==> config.mk <==
export PLATFORM = sky130hd
export DESIGN_NAME = data_mem_arbiter
export DESIGN_NICKNAME = d
export VERILOG_FILES = /design/src/rtl/data_mem_arb_pkg.sv /design/src/rtl/data_mem_arbiter_rr_pick2.sv /design/src/rtl/data_mem_arbiter.sv
export SDC_FILE = /design/constraint.sdc
export NUM_CORES = 1
export LEC_CHECK = 0
export CAP_MARGIN = 25
export CORE_UTILIZATION = 39
export CTS_BUF_LIST = sky130_fd_sc_hd__clkbuf_2 sky130_fd_sc_hd__clkbuf_4 sky130_fd_sc_hd__clkbuf_8
export DETAILED_ROUTE_END_ITERATION = 8
export PLACE_DENSITY = 0.82
export SETUP_SLACK_MARGIN = 0.1
export SLEW_MARGIN = 15
export SYNTH_ARGS = -nofsm -noshare
export SYNTH_HDL_FRONTEND = slang
export SYNTH_SLANG_ARGS = --single-unit
==> constraint.sdc <==
create_clock -name clk -period 2.44 [get_ports clk]
set_input_delay 0.366 -clock clk [delete_from_list [all_inputs] [get_ports clk]]
set_output_delay 0.366 -clock clk [all_outputs]
set_load 0.01 [all_outputs]
==> src/rtl/data_mem_arb_pkg.sv <==
// Shared types and defaults for the two-requester data memory arbiter.
// No logic; latency and backpressure are defined by the modules that use it.
package data_mem_arb_pkg;

  typedef enum logic {
    IDLE   = 1'b0,
    ACCESS = 1'b1
  } state_t;

  localparam logic REQ_CPU = 1'b0;
  localparam logic REQ_LDR = 1'b1;

  localparam int DATA_W_DEF = 16;
  localparam int ADDR_W_DEF = 16;

endpackage

==> src/rtl/data_mem_arbiter_rr_pick2.sv <==
// rr_pick2: combinational two-way winner select; zero latency.
// No backpressure of its own: the winner only matters when the caller is ready to load it.
module rr_pick2
  import data_mem_arb_pkg::*;
#(
  parameter int FIXED_PRIO = 0
) (
  input  logic req0,
  input  logic req1,
  input  logic last_grant,
  output logic win_id,
  output logic win_vld
);

  always_comb begin
    win_vld = req0 | req1;
    win_id  = REQ_CPU;
    if (req0 && req1) begin
      // On a tie, round-robin hands the slot to whoever was not served last.
      win_id = (FIXED_PRIO != 0) ? REQ_CPU : ~last_grant;
    end else if (req1) begin
      win_id = REQ_LDR;
    end
  end

endmodule

==> src/rtl/data_mem_arbiter.sv <==
// data_mem_arbiter: serialises CPU and loader accesses onto one data memory port set.
// Read data 2 cycles after req is seen; req is held until gnt, one access every 2 cycles.
module data_mem_arbiter
  import data_mem_arb_pkg::*;
#(
  parameter int DATA_W     = DATA_W_DEF,
  parameter int ADDR_W     = ADDR_W_DEF,
  parameter int FIXED_PRIO = 0
) (
  input  logic              clk,
  input  logic              rst,
  input  logic              req0,
  input  logic              req1,
  input  logic              we0,
  input  logic              we1,
  input  logic [ADDR_W-1:0] addr0,
  input  logic [ADDR_W-1:0] addr1,
  input  logic [DATA_W-1:0] wdata0,
  input  logic [DATA_W-1:0] wdata1,
  output logic              gnt0,
  output logic              gnt1,
  output logic              rvalid0,
  output logic              rvalid1,
  output logic [DATA_W-1:0] rdata0,
  output logic [DATA_W-1:0] rdata1,
  output logic [ADDR_W-1:0] mem_read_addr,
  output logic [ADDR_W-1:0] mem_write_addr,
  output logic [DATA_W-1:0] mem_wdata,
  output logic              mem_write_n,
  input  logic [DATA_W-1:0] mem_rdata
);

  state_t            state;
  state_t            state_nxt;
  logic              last_grant;
  logic              cur_id;
  logic              cur_we;
  logic              load;
  logic              capture;
  logic              win_id;
  logic              win_vld;
  logic              win_we;
  logic [ADDR_W-1:0] win_addr;
  logic [DATA_W-1:0] win_wdata;

  rr_pick2 #(
    .FIXED_PRIO(FIXED_PRIO)
  ) u_pick (
    .req0      (req0),
    .req1      (req1),
    .last_grant(last_grant),
    .win_id    (win_id),
    .win_vld   (win_vld)
  );

  assign win_we    = (win_id == REQ_LDR) ? we1    : we0;
  assign win_addr  = (win_id == REQ_LDR) ? addr1  : addr0;
  assign win_wdata = (win_id == REQ_LDR) ? wdata1 : wdata0;

  always_ff @(posedge clk or posedge rst) begin
    if (rst) begin
      state <= IDLE;
    end else begin
      state <= state_nxt;
    end
  end

  always_comb begin
    state_nxt = state;
    load      = 1'b0;
    capture   = 1'b0;
    case (state)
      IDLE: begin
        if (win_vld) begin
          state_nxt = ACCESS;
          load      = 1'b1;
        end
      end
      ACCESS: begin
        state_nxt = IDLE;
        capture   = ~cur_we;
      end
      default: state_nxt = IDLE;
    endcase
  end

  // Every memory-side and requester-side output is a flop so the strobe is glitch-free.
  always_ff @(posedge clk or posedge rst) begin
    if (rst) begin
      gnt0           <= 1'b0;
      gnt1           <= 1'b0;
      rvalid0        <= 1'b0;
      rvalid1        <= 1'b0;
      rdata0         <= '0;
      rdata1         <= '0;
      mem_read_addr  <= '0;
      mem_write_addr <= '0;
      mem_wdata      <= '0;
      mem_write_n    <= 1'b1;
      last_grant     <= REQ_LDR;
      cur_id         <= REQ_CPU;
      cur_we         <= 1'b0;
    end else begin
      gnt0        <= load && (win_id == REQ_CPU);
      gnt1        <= load && (win_id == REQ_LDR);
      mem_write_n <= ~(load && win_we);
      rvalid0     <= capture && (cur_id == REQ_CPU);
      rvalid1     <= capture && (cur_id == REQ_LDR);
      if (load) begin
        cur_id         <= win_id;
        cur_we         <= win_we;
        last_grant     <= win_id;
        mem_read_addr  <= win_addr;
        mem_write_addr <= win_addr;
        mem_wdata      <= win_wdata;
      end
      if (capture && (cur_id == REQ_CPU)) begin
        rdata0 <= mem_rdata;
      end
      if (capture && (cur_id == REQ_LDR)) begin
        rdata1 <= mem_rdata;
      end
    end
  end

endmodule

* Word-level counts from Yosys, hierarchy flattened
Cells that the tools add are included.
** Cells by class
- Mux-type cells :: 9
- Bitwise gates (word level) :: 7
- Reduce and logical (&&, ||, !) cells :: 6
** Operator list (count)
- $mux W16 :: 2
- $logic_and A1 B1 Y1 :: 6
- $mux W1 :: 6
- $not A1 Y1 :: 6
- $pmux W1 S2 :: 1
- $or A1 B1 Y1 :: 1
** Storage, ports and cells
- Register bits after elaboration :: 73
- Bits of input ports :: 86
- Output and inout bits :: 85
- Word-level logic and storage cells :: 35

* Longest topological paths before layout
- Depth after elaboration :: 5
- Mapped depth :: 5
- Gate-level depth less buffers :: 3

* Cells and area by module
A second synthesis with hierarchy kept.
** Unflattened totals
- Cells, all modules :: 209
- Area, all modules :: 3209.3 um^2
** By module, submodules not included
- data_mem_arbiter :: instances 1, cells each 207, area an instance 3195.6 um^2
- rr_pick2 :: instances 1, cells each 2, area an instance 13.8 um^2

* Least setup slack after synthesis
OpenSTA, ideal clock, no wires.
- Path type :: flip-flop to flip-flop
- From :: reg state
- To :: reg rdata0[0]
- Arrival :: 1.314 ns
- Path slack :: 1.001 ns
- Cell stages (with the launch flop) :: 5
- Buffers on the path :: 1
- Clock period less this slack :: 1.439 ns
- Cells stage by stage :: dfrtp_1 > inv_1 > nor3_4 > buf_6 > mux2_2
** Between the ends
- Longest elaborated chain between the ends :: 2
** RTL lines
- from (decl) :: RTL line data_mem_arbiter.sv:33 : state_t state;
- from (signal assigned) :: RTL line data_mem_arbiter.sv:64 : state <= state_nxt;
- $mux W1 :: RTL line data_mem_arbiter.sv:72 : case (state)
- $logic_and A1 B1 Y1 :: RTL line data_mem_arbiter.sv:117 : if (capture && (cur_id == REQ_CPU)) begin
- to (signal assigned) :: RTL line data_mem_arbiter.sv:118 : rdata0 <= mem_rdata;
- to (decl) :: RTL line data_mem_arbiter.sv:24 : output logic [DATA_W-1:0] rdata0,
No other way between the ends.
A chain may end at the register's enable or synchronous reset.

* Worst setup path in the final report
- From :: reg mem_write_n
- To :: out mem_write_n
** RTL lines
- from (decl) :: RTL line data_mem_arbiter.sv:29 : output logic mem_write_n,
- from (signal assigned) :: RTL line data_mem_arbiter.sv:106 : mem_write_n <= ~(load && win_we);
No word-level cell between the ends.

==> results.py <==
metrics = {
    "run_status": {
        "status": "finished clean",
    },
    "die": {
        "dieArea_sq_mm": 0.00807,
        "placementRows": 31,
        "io_pins": 171,
        "die_x_um": 89.8,
        "start_util_pct": 40.8,
        "core_sq_mm": 0.00737,
        "die_h_um": 89.8,
    },
    "synthesis": {
        "yosys_warnings": 0,
        "ys_ff_latch": 73,
        "synth_cells": 212,
        "yosys.area.top_type": "dfrtp_1",
        "syn_avg_cell_area_sq_um": 14.2,
        "synth.distinct_cells": 19,
        "ys_top_cells_by_area": "dfrtp_1 (59%), mux2_2 (12%), a221o_1 (11%), and2_1 (4.2%), buf_4 (4.0%)",
        "synth-main-ff-cell": "dfrtp_1",
        "synth_top_cells_by_count": "dfrtp_1 (71), a221o_1 (33), mux2_2 (32)",
        "synth_edf_count": 0,
        "async_flop_share_pct": 100,
        "syn-num-nets": 298,
        "yosysTopAreaCellShare_pct": 59.1,
        "yosysMostFrequentCell": "dfrtp_1",
        "netlist_area_sq_mm": 0.00301,
        "yosysSeqAreaShare_pct": 60.8,
    },
    "drt": {
        "routedWlPerCell_um": 16.2,
        "drtIter0Drc": 60,
        "first_pass_iters": 4,
        "totalWireLength_um": 7690,
        "post_drt_via_cell_ratio": 4.96,
        "ant_nets": 0,
        "num_vias": 2363,
        "drc": 0,
    },
    "cells_and_area": {
        "areaGrowthSynthToFinish_pct": 65.3,
        "final_area_sq_mm": 0.00497,
        "n_antenna_cell": 0,
        "final_nets": 458,
        "final_layout_size_suffix_gt1_share_pct": 16.4,
    },
    "pwr": {
        "p_per_area_mw_per_mm2": 990,
        "power.total_mw": 4.92,
        "p_leak_nw": 2.09,
        "max-vdd-ir-drop_mv": 0.380,
    },
    "grt": {
        "antenna_found_initial": 0,
        "grt_max_degree": 74,
        "gr-usage-all-layers_pct": 19.8,
        "grt_pass1_wl_um": 12300,
        "grt_pass1_vias": 2464,
        "grt-ovfl-total": 0,
    },
    "worst_setup_path": {
        "crit_buf_inv": 1,
        "critical_path_arrival_ps": 1400,
        "reg2reg_to": "rdata1[13]",
        "crit_required_ps": 2070,
        "r2r_start": "cur_we",
        "path_delay_family": "buffers and inverters",
        "cp-start-kind": "flop",
        "r2r_setup_slack_ps": 920,
        "path_class": "reg2out",
        "endpoint_kind": "output pin",
        "path_cells": "clkdlybuf4s50_1",
        "critPathMaxFanout": 1,
        "cp_slowest_stage_delay_ps": 550,
        "worst_path_max_delay_cell": "clkdlybuf4s50_1",
        "reg2regPathDepth": 2,
    },
    "clock_tree": {
        "cts_htree_levels": 3,
        "post_cts_resize_count": 0,
        "clk_latency_ps": 340,
        "cts_buffer_depth": 2,
        "cts_root_buf": "clkbuf_8",
        "post_cts_buffers": 0,
        "hold_buffers": 0,
        "cts_tree": "yes",
        "cts.sinks": 73,
        "cts_buffers": 9,
        "path_clk_slew_ps": 80,
    },
    "sta": {
        "layout_setup_ws_ps": 674,
        "fin_skew_ps": 9.32,
        "slew_headroom_pct": 65.9,
        "worst_pin_slew_ps": 509,
        "setup_tns_ps": 0,
        "rsz0062_at_grt": "no",
        "hold_viol": 0,
        "final.min_clock_period_ps": 1770,
        "slew_violations": 0,
        "fmax_ghz": 0.566,
        "setup_viol_count_final": 0,
        "fin_crit_sh_pct": 72.4,
    },
    "placed_design": {
        "gp_congestion": 0.722,
        "hpwl_um": 5500,
        "port_buffers": 170,
        "place_area_sq_mm": 0.00473,
        "pre_cts_ws_ps": 561,
    },
    "min_path": {
        "hold_class": "in2async",
    },
    "job": {
        "drv_cap": 0,
    },
}
==> flip-flops by register name (all words and copies together) (netlist names), 16 cells and up <==
name,cells
mem_wdata,16
mem_write_addr,16
rdata0,16
rdata1,16
==> routing by layer <==
| metal | vias to the layer above | wire, um | global-route usage [%] |
|---|---|---|---|
| met5 | - | 0 | 0 |
| met1 | 1153 | 3250 | 23.3 |
| met2 | 117 | 3860 | 34.7 |
| met3 | 11 | 457 | 4.74 |
| li1 | 1082 | - | - |
| met4 | 0 | 131 | 7.51 |
==> cells in the final DEF, fill, tap and decap left out, drive strengths merged <==
cell,n
dfrtp,71
clkdlybuf4s50,170
mux2,32
clkinv,1
buf,7
bufinv,3
a22oi,1
clkbuf,10
nor3,1
a221o,33
a21o,2
inv,7
nand3b,1
a211oi,1
dfstp,2
o211a,1
and2,33
o21bai,1
==> logic make-up (layout without fill, tap and decap cells) <==
family	after synthesis	after routing	share of synthesized area, %
and+or+nand+nor	35	35	7.78
AOI/OAI and AO/OA	39	39	12.7
muxes	32	32	12.0
DFF	73	73	60.8
buffers and inverters	33	198	6.70
==> where the power goes <==
| part | switching, mW | internal [mW] | leakage, nW |
|---|---|---|---|
| registers | 0.235 | 1.62 | 0.878 |
| logic | 0.673 | 1.24 | 1.09 |
| clock network | 0.456 | 0.697 | 0.125 |
==> metrics by stage <==
stage	util, %	hold WS (ps)	std cells
floorplan	-	425	212
global placement	64.1	487	460
detailed placement	64.1	492	460
CTS	67.5	441	476
global route	67.5	467	476
finish	67.5	423	476
==> cell type report <==
class	instances	area, sq um
clock buffer	10	131
clock inverter	6	113
fill	551	2400
inverter	5	18.8
multi-input combinational	106	988
sequential	73	1830
tap	99	124
timing repair buffer	177	1770
==> how the worst max path moves through the flow <==
stage                startpoint                 end  slack, ps  cells after the start
floorplan                   rst              cur_id        220                      1
CTS                 mem_write_n         mem_write_n        660                      1
global placement           req0        mem_wdata[1]        610                      5
detailed placement         req0  mem_write_addr[12]        560                      5
finish              mem_write_n         mem_write_n        670                      1
global route        mem_write_n         mem_write_n        630                      1
(Power assumes the default switching activity.)
